$ cat src/rtl/stream_accumulator_pkg.sv
// Shared encodings for the multiplier/accumulator datapath: FSM states, tuser bit indices, widths.
package stream_accumulator_pkg;

    typedef enum logic {
        ACCUM  = 1'b0,
        OUTPUT = 1'b1
    } acc_state_e;

    typedef enum logic [1:0] {
        MUL_IDLE = 2'd0,
        MUL_RUN  = 2'd1,
        MUL_DONE = 2'd2
    } mul_state_e;

    localparam int TUSER_SAT    = 0;
    localparam int TUSER_FORCED = 1;
    localparam int TUSER_W      = 2;

    // One guard bit beyond the frame-length growth keeps the sign for any MAX_LEN-sample sum.
    function automatic int acc_width(input int width, input int max_len);
        return width + $clog2(max_len) + 1;
    endfunction

endpackage

$ cat src/rtl/stream_accumulator_if.sv
// Sample-in / result-out stream bundle; slave is the accumulator's view, master the environment's.
interface stream_accumulator_if #(
    parameter int WIDTH = 16
) ();

    logic                                        tvalid_slave;
    logic [WIDTH-1:0]                            tdata_slave;
    logic                                        tlast_slave;
    logic                                        tready_slave;
    logic                                        tvalid_master;
    logic [WIDTH-1:0]                            tdata_master;
    logic [stream_accumulator_pkg::TUSER_W-1:0]  tuser_master;
    logic                                        tready_master;

    modport slave (
        input  tvalid_slave, tdata_slave, tlast_slave, tready_master,
        output tready_slave, tvalid_master, tdata_master, tuser_master
    );

    modport master (
        output tvalid_slave, tdata_slave, tlast_slave, tready_master,
        input  tready_slave, tvalid_master, tdata_master, tuser_master
    );

endinterface

$ cat src/rtl/stream_accumulator_round_saturate.sv
// Narrow a signed wide value: round-half-up arithmetic shift by SHIFT, then clamp to OUT_W bits.
// Purely combinational; sat is high whenever the clamp changed the value.
module round_saturate #(
    parameter int IN_W  = 20,
    parameter int OUT_W = 16,
    parameter int SHIFT = 0
) (
    input  logic signed [IN_W-1:0]  acc,
    output logic signed [OUT_W-1:0] result,
    output logic                    sat
);

    localparam logic signed [IN_W:0] MAX_V = {{(IN_W - OUT_W + 2){1'b0}}, {(OUT_W - 1){1'b1}}};
    localparam logic signed [IN_W:0] MIN_V = {{(IN_W - OUT_W + 2){1'b1}}, {(OUT_W - 1){1'b0}}};

    // Extra top bit so adding the rounding constant can never wrap.
    logic signed [IN_W:0] ext;
    logic signed [IN_W:0] rounded;

    assign ext = {acc[IN_W-1], acc};

    generate
        if (SHIFT == 0) begin : g_no_round
            assign rounded = ext;
        end else begin : g_round
            localparam logic signed [IN_W:0] HALF = {{IN_W{1'b0}}, 1'b1} << (SHIFT - 1);
            assign rounded = (ext + HALF) >>> SHIFT;
        end
    endgenerate

    always_comb begin
        sat    = 1'b0;
        result = rounded[OUT_W-1:0];
        if (rounded > MAX_V) begin
            sat    = 1'b1;
            result = {1'b0, {(OUT_W - 1){1'b1}}};
        end else if (rounded < MIN_V) begin
            sat    = 1'b1;
            result = {1'b1, {(OUT_W - 1){1'b0}}};
        end
    end

endmodule

$ cat src/rtl/stream_accumulator.sv
// Sums a frame of signed samples and emits one rounded/saturated result per frame.
// Latency: result valid the cycle after the closing sample is accepted.
// Backpressure: input stalls (tready_slave=0) from frame close until the result is taken.
module stream_accumulator
    import stream_accumulator_pkg::*;
#(
    parameter int WIDTH   = 16,
    parameter int MAX_LEN = 8,
    parameter int SHIFT   = 0
) (
    input  logic                 clk,
    input  logic                 reset_n,
    stream_accumulator_if.slave  bus
);

    localparam int              ACC_W    = acc_width(WIDTH, MAX_LEN);
    localparam int              CNT_W    = $clog2(MAX_LEN + 1);
    localparam logic [CNT_W-1:0] LAST_IDX = CNT_W'(MAX_LEN - 1);

    acc_state_e              state;
    logic signed [ACC_W-1:0] acc;
    logic signed [ACC_W-1:0] sample_ext;
    logic signed [ACC_W-1:0] acc_next;
    logic [CNT_W-1:0]        count;
    logic                    in_rdy;
    logic                    in_xfer;
    logic                    frame_close;
    logic signed [WIDTH-1:0] rs_result;
    logic                    rs_sat;
    logic                    out_vld;
    logic [WIDTH-1:0]        out_dat;
    logic [TUSER_W-1:0]      out_user;

    // Ready depends only on registered state and reset, never on tready_master.
    assign in_rdy      = (state == ACCUM) & reset_n;
    assign in_xfer     = bus.tvalid_slave & in_rdy;
    assign frame_close = bus.tlast_slave | (count == LAST_IDX);
    assign sample_ext  = {{(ACC_W - WIDTH){bus.tdata_slave[WIDTH-1]}}, bus.tdata_slave};
    assign acc_next    = acc + sample_ext;

    round_saturate #(
        .IN_W  (ACC_W),
        .OUT_W (WIDTH),
        .SHIFT (SHIFT)
    ) u_round_saturate (
        .acc    (acc_next),
        .result (rs_result),
        .sat    (rs_sat)
    );

    always_ff @(posedge clk or negedge reset_n) begin
        if (!reset_n) begin
            state    <= ACCUM;
            acc      <= '0;
            count    <= '0;
            out_vld  <= 1'b0;
            out_dat  <= '0;
            out_user <= '0;
        end else begin
            case (state)
                ACCUM: begin
                    if (in_xfer) begin
                        if (frame_close) begin
                            out_dat                <= rs_result;
                            out_user[TUSER_SAT]    <= rs_sat;
                            out_user[TUSER_FORCED] <= ~bus.tlast_slave;
                            out_vld                <= 1'b1;
                            acc                    <= '0;
                            count                  <= '0;
                            state                  <= OUTPUT;
                        end else begin
                            acc   <= acc_next;
                            count <= count + 1'b1;
                        end
                    end
                end
                OUTPUT: begin
                    if (bus.tready_master) begin
                        out_vld <= 1'b0;
                        state   <= ACCUM;
                    end
                end
                default: state <= ACCUM;
            endcase
        end
    end

    assign bus.tready_slave  = in_rdy;
    assign bus.tvalid_master = out_vld;
    assign bus.tdata_master  = out_dat;
    assign bus.tuser_master  = out_user;

endmodule

$ cat src/flat_wrapper.sv
// flat-port wrapper written by rule: the top's interface ports become plain ports
module stream_accumulator_flat import stream_accumulator_pkg::*;
#(
    parameter int WIDTH   = 16,
    parameter int MAX_LEN = 8,
    parameter int SHIFT   = 0
)
  (clk, reset_n, bus_tvalid_slave, bus_tdata_slave, bus_tlast_slave, bus_tready_master, bus_tready_slave, bus_tvalid_master, bus_tdata_master, bus_tuser_master);
  stream_accumulator_if #(.WIDTH(WIDTH)) bus_i ();
  input  logic clk;
  input  logic reset_n;
  input wire logic [$bits(bus_i.tvalid_slave)-1:0] bus_tvalid_slave;
  input wire logic [$bits(bus_i.tdata_slave)-1:0] bus_tdata_slave;
  input wire logic [$bits(bus_i.tlast_slave)-1:0] bus_tlast_slave;
  input wire logic [$bits(bus_i.tready_master)-1:0] bus_tready_master;
  output wire logic [$bits(bus_i.tready_slave)-1:0] bus_tready_slave;
  output wire logic [$bits(bus_i.tvalid_master)-1:0] bus_tvalid_master;
  output wire logic [$bits(bus_i.tdata_master)-1:0] bus_tdata_master;
  output wire logic [$bits(bus_i.tuser_master)-1:0] bus_tuser_master;
  assign bus_i.tvalid_slave = bus_tvalid_slave;
  assign bus_i.tdata_slave = bus_tdata_slave;
  assign bus_i.tlast_slave = bus_tlast_slave;
  assign bus_i.tready_master = bus_tready_master;
  assign bus_tready_slave = bus_i.tready_slave;
  assign bus_tvalid_master = bus_i.tvalid_master;
  assign bus_tdata_master = bus_i.tdata_master;
  assign bus_tuser_master = bus_i.tuser_master;
  stream_accumulator #(.WIDTH(WIDTH), .MAX_LEN(MAX_LEN), .SHIFT(SHIFT)) u_core (.clk(clk), .reset_n(reset_n), .bus(bus_i));
endmodule
$ cat config.mk
export PLATFORM = sky130hd
export DESIGN_NAME = stream_accumulator_flat
export DESIGN_NICKNAME = d
export VERILOG_FILES = /design/src/rtl/stream_accumulator_pkg.sv /design/src/rtl/stream_accumulator_if.sv /design/src/rtl/stream_accumulator_round_saturate.sv /design/src/rtl/stream_accumulator.sv /design/src/flat_wrapper.sv
export SDC_FILE = /design/constraint.sdc
export NUM_CORES = 1
export LEC_CHECK = 0
export CORE_MARGIN = 5
export CORE_UTILIZATION = 35
export CTS_BUF_LIST = sky130_fd_sc_hd__clkbuf_4 sky130_fd_sc_hd__clkbuf_8
export DETAILED_ROUTE_END_ITERATION = 10
export SYNTH_ARGS = -nofsm -noshare
export SYNTH_HDL_FRONTEND = slang
export SYNTH_HIERARCHICAL = 1
export SYNTH_SLANG_ARGS = --single-unit
$ cat constraint.sdc
create_clock -name clk -period 4.6 [get_ports clk]
set_input_delay 1.15 -clock clk [delete_from_list [all_inputs] [get_ports clk]]
set_output_delay 1.15 -clock clk [all_outputs]
set_load 0.005 [all_outputs]
==> impl_metrics.toml <==
[run_status]
outcome = "finished clean"

[drt]
routed_wl_um = 8990
wl_per_cell_um = 17.0
dr_wl_met2_um = 4130
highest_layer = "met4"
antenna_left = 0
dr_total_vias = 2918
drt_pre_antenna_iters = 4
drc = 0
wl_met3_um = 333
vias_per_cell = 5.52
wl_met1_um = 4430
drtIter0Drc = 133

[clock_tree]
cts_tree = "done"
cts_resized = 0
cts.sinks = 44
cts_buffer_depth = 2
cts_hold_buf = 0
post_cts_buffers = 0
htree_levels = 2
cts_buffers = 5
path_clk_slew_ns = 0.09
clock_latency_ns = 0.30
cts_root_buffer = "clkbuf_8"

[sta]
setup_viol = 0
grt_setup_unrepaired = "false"
tightest_slew_ns = 0.702
slew_violations = 0
hold_viol_final = 0
holdWs_ns = 0.485
fin_skew_ns = 0.00789
slew_headroom_pct = 52.8
period_share_pct = 91.4
finalCriticalPeriod_ns = 4.20
fmax_ghz = 0.238
finalSetupTns_ns = 0

[layout]
antenna_cells = 0
nNetsFinal = 437
syn_to_final_growth_pct = 18.8
drive_gt1_share_pct = 18.4
fin_area_mm2 = 0.00404

[floorplan]
fp.dieH_um = 109
boundaryPins = 41
die_area_mm2 = 0.0118
coreArea_mm2 = 0.00964
rows = 36
floorplan.initialDensity_pct = 35.3
die_x_um = 109

[yosys]
ys_top_cells_by_area = "dfrtp_1 (32%), ha_1 (7.4%), mux2_2 (5.6%)"
syn-num-nets = 399
yosysWarnings = 6
ys_types = 62
synthArstFlopShare_pct = 100
synth_edf_count = 0
synth_top_cell_by_area = "dfrtp_1"
avgSynthCellArea_um2 = 9.52
ys_ff_latch = 44
ys.flop_type = "dfrtp_1"
syn_inst = 357
netlist.area_leader.share_pct = 32.4
yosysSeqAreaShare_pct = 32.4
netlist_area_mm2 = 0.00340

[power_and_ir_drop]
ir_worst_vdd_mv = 0.292
p_leak_nw = 1.75
power_mw = 3.02
powerDensity_mw_per_mm2 = 748

[grt]
antenna_found_initial = 0
grt_pass1_vias = 2835
grtUsageTotal_pct = 15.7
grt_max_degree = 45
grt_pass1_wl_um = 14700
gr-total-overflow = 0

[worst_setup_path]
r2r_start = "u_core/acc[9]$_DFFE_PN0P_"
worstSetupStartpointType = "primary input"
path_cells = "clkdlybuf4s50_1 -> ha_1 -> a21oi_2 -> o211ai_1 -> a221o_1 -> and2_4 -> a211oi_2 -> xor2_2 -> nor2b_4 -> a221oi_1 -> mux2_2"
cp_max_fo = 15
max_stage_delay_ns = 0.54
path_class = "primary input to register"
cp_top_family = "compound AO/OA/AOI/OAI gates"
cp.required_ns = 4.79
worstPathArrival_ns = 4.40
cp-end-kind = "register"
cp_slowest_cell = "clkdlybuf4s50_1"
startpoint = "bus_tdata_slave[15]"
crit_buf_inv = 1

[place]
place_area_mm2 = 0.00392
dp_hpwl_um = 6570
placement.io_buffers = 40
routabilityCongestion = 0.841

[hold_path]
hold_start = "u_core/acc[0]$_DFFE_PN0P_"
min_path_type = "register to register"

[run]
drv_cap = 0
[sequential cells by signal, indices dropped and copies added, names as in the netlist]
name	flops
u_core/count	4
u_core/bus.tuser_master	2
u_core/bus.tdata_master	16
u_core/acc	20
u_core/state	1
u_core/bus.tvalid_master	1
[synthesized netlist by cell type, types with 2 or more instances]
| cell | n |
|---|---|
| xor2_1 | 9 |
| a311oi_1 | 3 |
| nand3_1 | 9 |
| nand4_1 | 21 |
| a2111o_1 | 2 |
| o21ai_0 | 8 |
| a21oi_1 | 18 |
| a31oi_1 | 5 |
| nor3_1 | 4 |
| nor2_1 | 27 |
| or3_1 | 6 |
| buf_6 | 7 |
| clkbuf_1 | 5 |
| a22o_1 | 8 |
| a21o_1 | 8 |
| xnor2_1 | 8 |
| a31o_1 | 2 |
| buf_4 | 5 |
| a21oi_2 | 2 |
| mux2_2 | 17 |
| a211oi_2 | 2 |
| nand2_1 | 35 |
| and2_1 | 3 |
| a221oi_2 | 10 |
| o211ai_1 | 6 |
| a221oi_1 | 5 |
| o21ai_1 | 3 |
| mux2i_1 | 3 |
| a221o_1 | 3 |
| buf_2 | 10 |
| ha_1 | 20 |
| inv_1 | 6 |
| and3_1 | 4 |
| a31o_2 | 2 |
| dfrtp_1 | 44 |
[final cells by class]
class / instances / area (um2)
clock buffers: 6 / 82.6
flip-flops and latches: 44 / 1100
repair buffers: 58 / 531
inverters: 6 / 22.5
well taps: 133 / 166
clock inverters: 2 / 38.8
fillers: 981 / 5600
multi-input cells: 280 / 2100
[layout by cell type, fill, tap and decap left out, types with 4 or more instances in the layout]
master | synthesis | final
clkbuf_8 | 0 | 6
ha_1 | 20 | 20
a221oi_1 | 5 | 5
nand4_1 | 21 | 21
buf_4 | 5 | 18
nor3_1 | 4 | 4
a31oi_1 | 5 | 5
dfrtp_1 | 44 | 44
o211ai_1 | 6 | 6
xnor2_1 | 8 | 8
a21o_1 | 8 | 8
a221oi_2 | 10 | 10
a22o_1 | 8 | 8
o21ai_0 | 8 | 8
inv_1 | 6 | 6
mux2_2 | 17 | 17
clkdlybuf4s50_1 | 0 | 39
and3_1 | 4 | 4
nand2_1 | 35 | 35
or3_1 | 6 | 6
nor2_1 | 27 | 27
xor2_1 | 9 | 8
nand3_1 | 9 | 9
a21oi_1 | 18 | 18
[cells by family (layout without fill, tap and decap cells)]
logic type / after synthesis / count (layout) / share of synthesized area [%]
compound gates: 103 / 103 / 24.9
mux: 20 / 20 / 6.51
buf+inv: 33 / 72 / 6.11
fa+ha+maj: 21 / 21 / 7.95
simple gates: 119 / 119 / 17.8
xor+xnor: 17 / 17 / 4.38
flops: 44 / 44 / 32.4
[routing by layer]
metal / vias to the layer above / GRT usage [%]
li1: 1434 / -
met1: 1420 / 22.6
met2: 58 / 24.9
met3: 6 / 2.81
met4: 0 / 3.16
met5: - / 0
[worst register-to-register path, cell delays in order (launching register included)]
cell	delay (ns)
dfrtp_1	0.39
ha_1	0.37
a21oi_1	0.27
nor3_1	0.08
or3_1	0.31
a31oi_1	0.31
o21a_2	0.22
xnor2_1	0.20
nor3_4	0.31
buf_4	0.28
a221oi_2	0.09
mux2_2	0.30
[final timing paths]
| path | cells past startpoint | end | slack (ns) |
|---|---|---|---|
| min in group asynchronous | 2 | u_core/bus.tdata_master[9]$_DFFE_PN0P_ | 0.95 |
| worst max register to register | 11 | u_core/bus.tdata_master[7]$_DFFE_PN0P_ | 1.37 |
| worst min-delay path | 2 | u_core/acc[0]$_DFFE_PN0P_ | 0.48 |
| worst max-delay path | 11 | u_core/bus.tdata_master[1]$_DFFE_PN0P_ | 0.40 |
| max in group asynchronous | 2 | u_core/acc[10]$_DFFE_PN0P_ | 3.25 |
| worst min register to register | 2 | u_core/acc[0]$_DFFE_PN0P_ | 0.48 |
[through the flow]
stage,utilization [%],instances,worst slack [ns]
floorplan,-,357,0.973
global placement,40.7,521,0.0658
detailed placement,40.7,521,0.0551
CTS,41.9,529,0.380
global route,41.9,529,0.202
finish,41.9,529,0.395
[power by group]
group	internal, mW	leakage (nW)	switching (mW)	total [mW]
logic	0.893	1.13	1.17	2.07
clock network	0.178	0.0614	0.148	0.326
registers	0.538	0.558	0.0894	0.628
total	1.61	1.75	1.41	3.02
No activity file was read; power rests on OpenSTA's default activity.
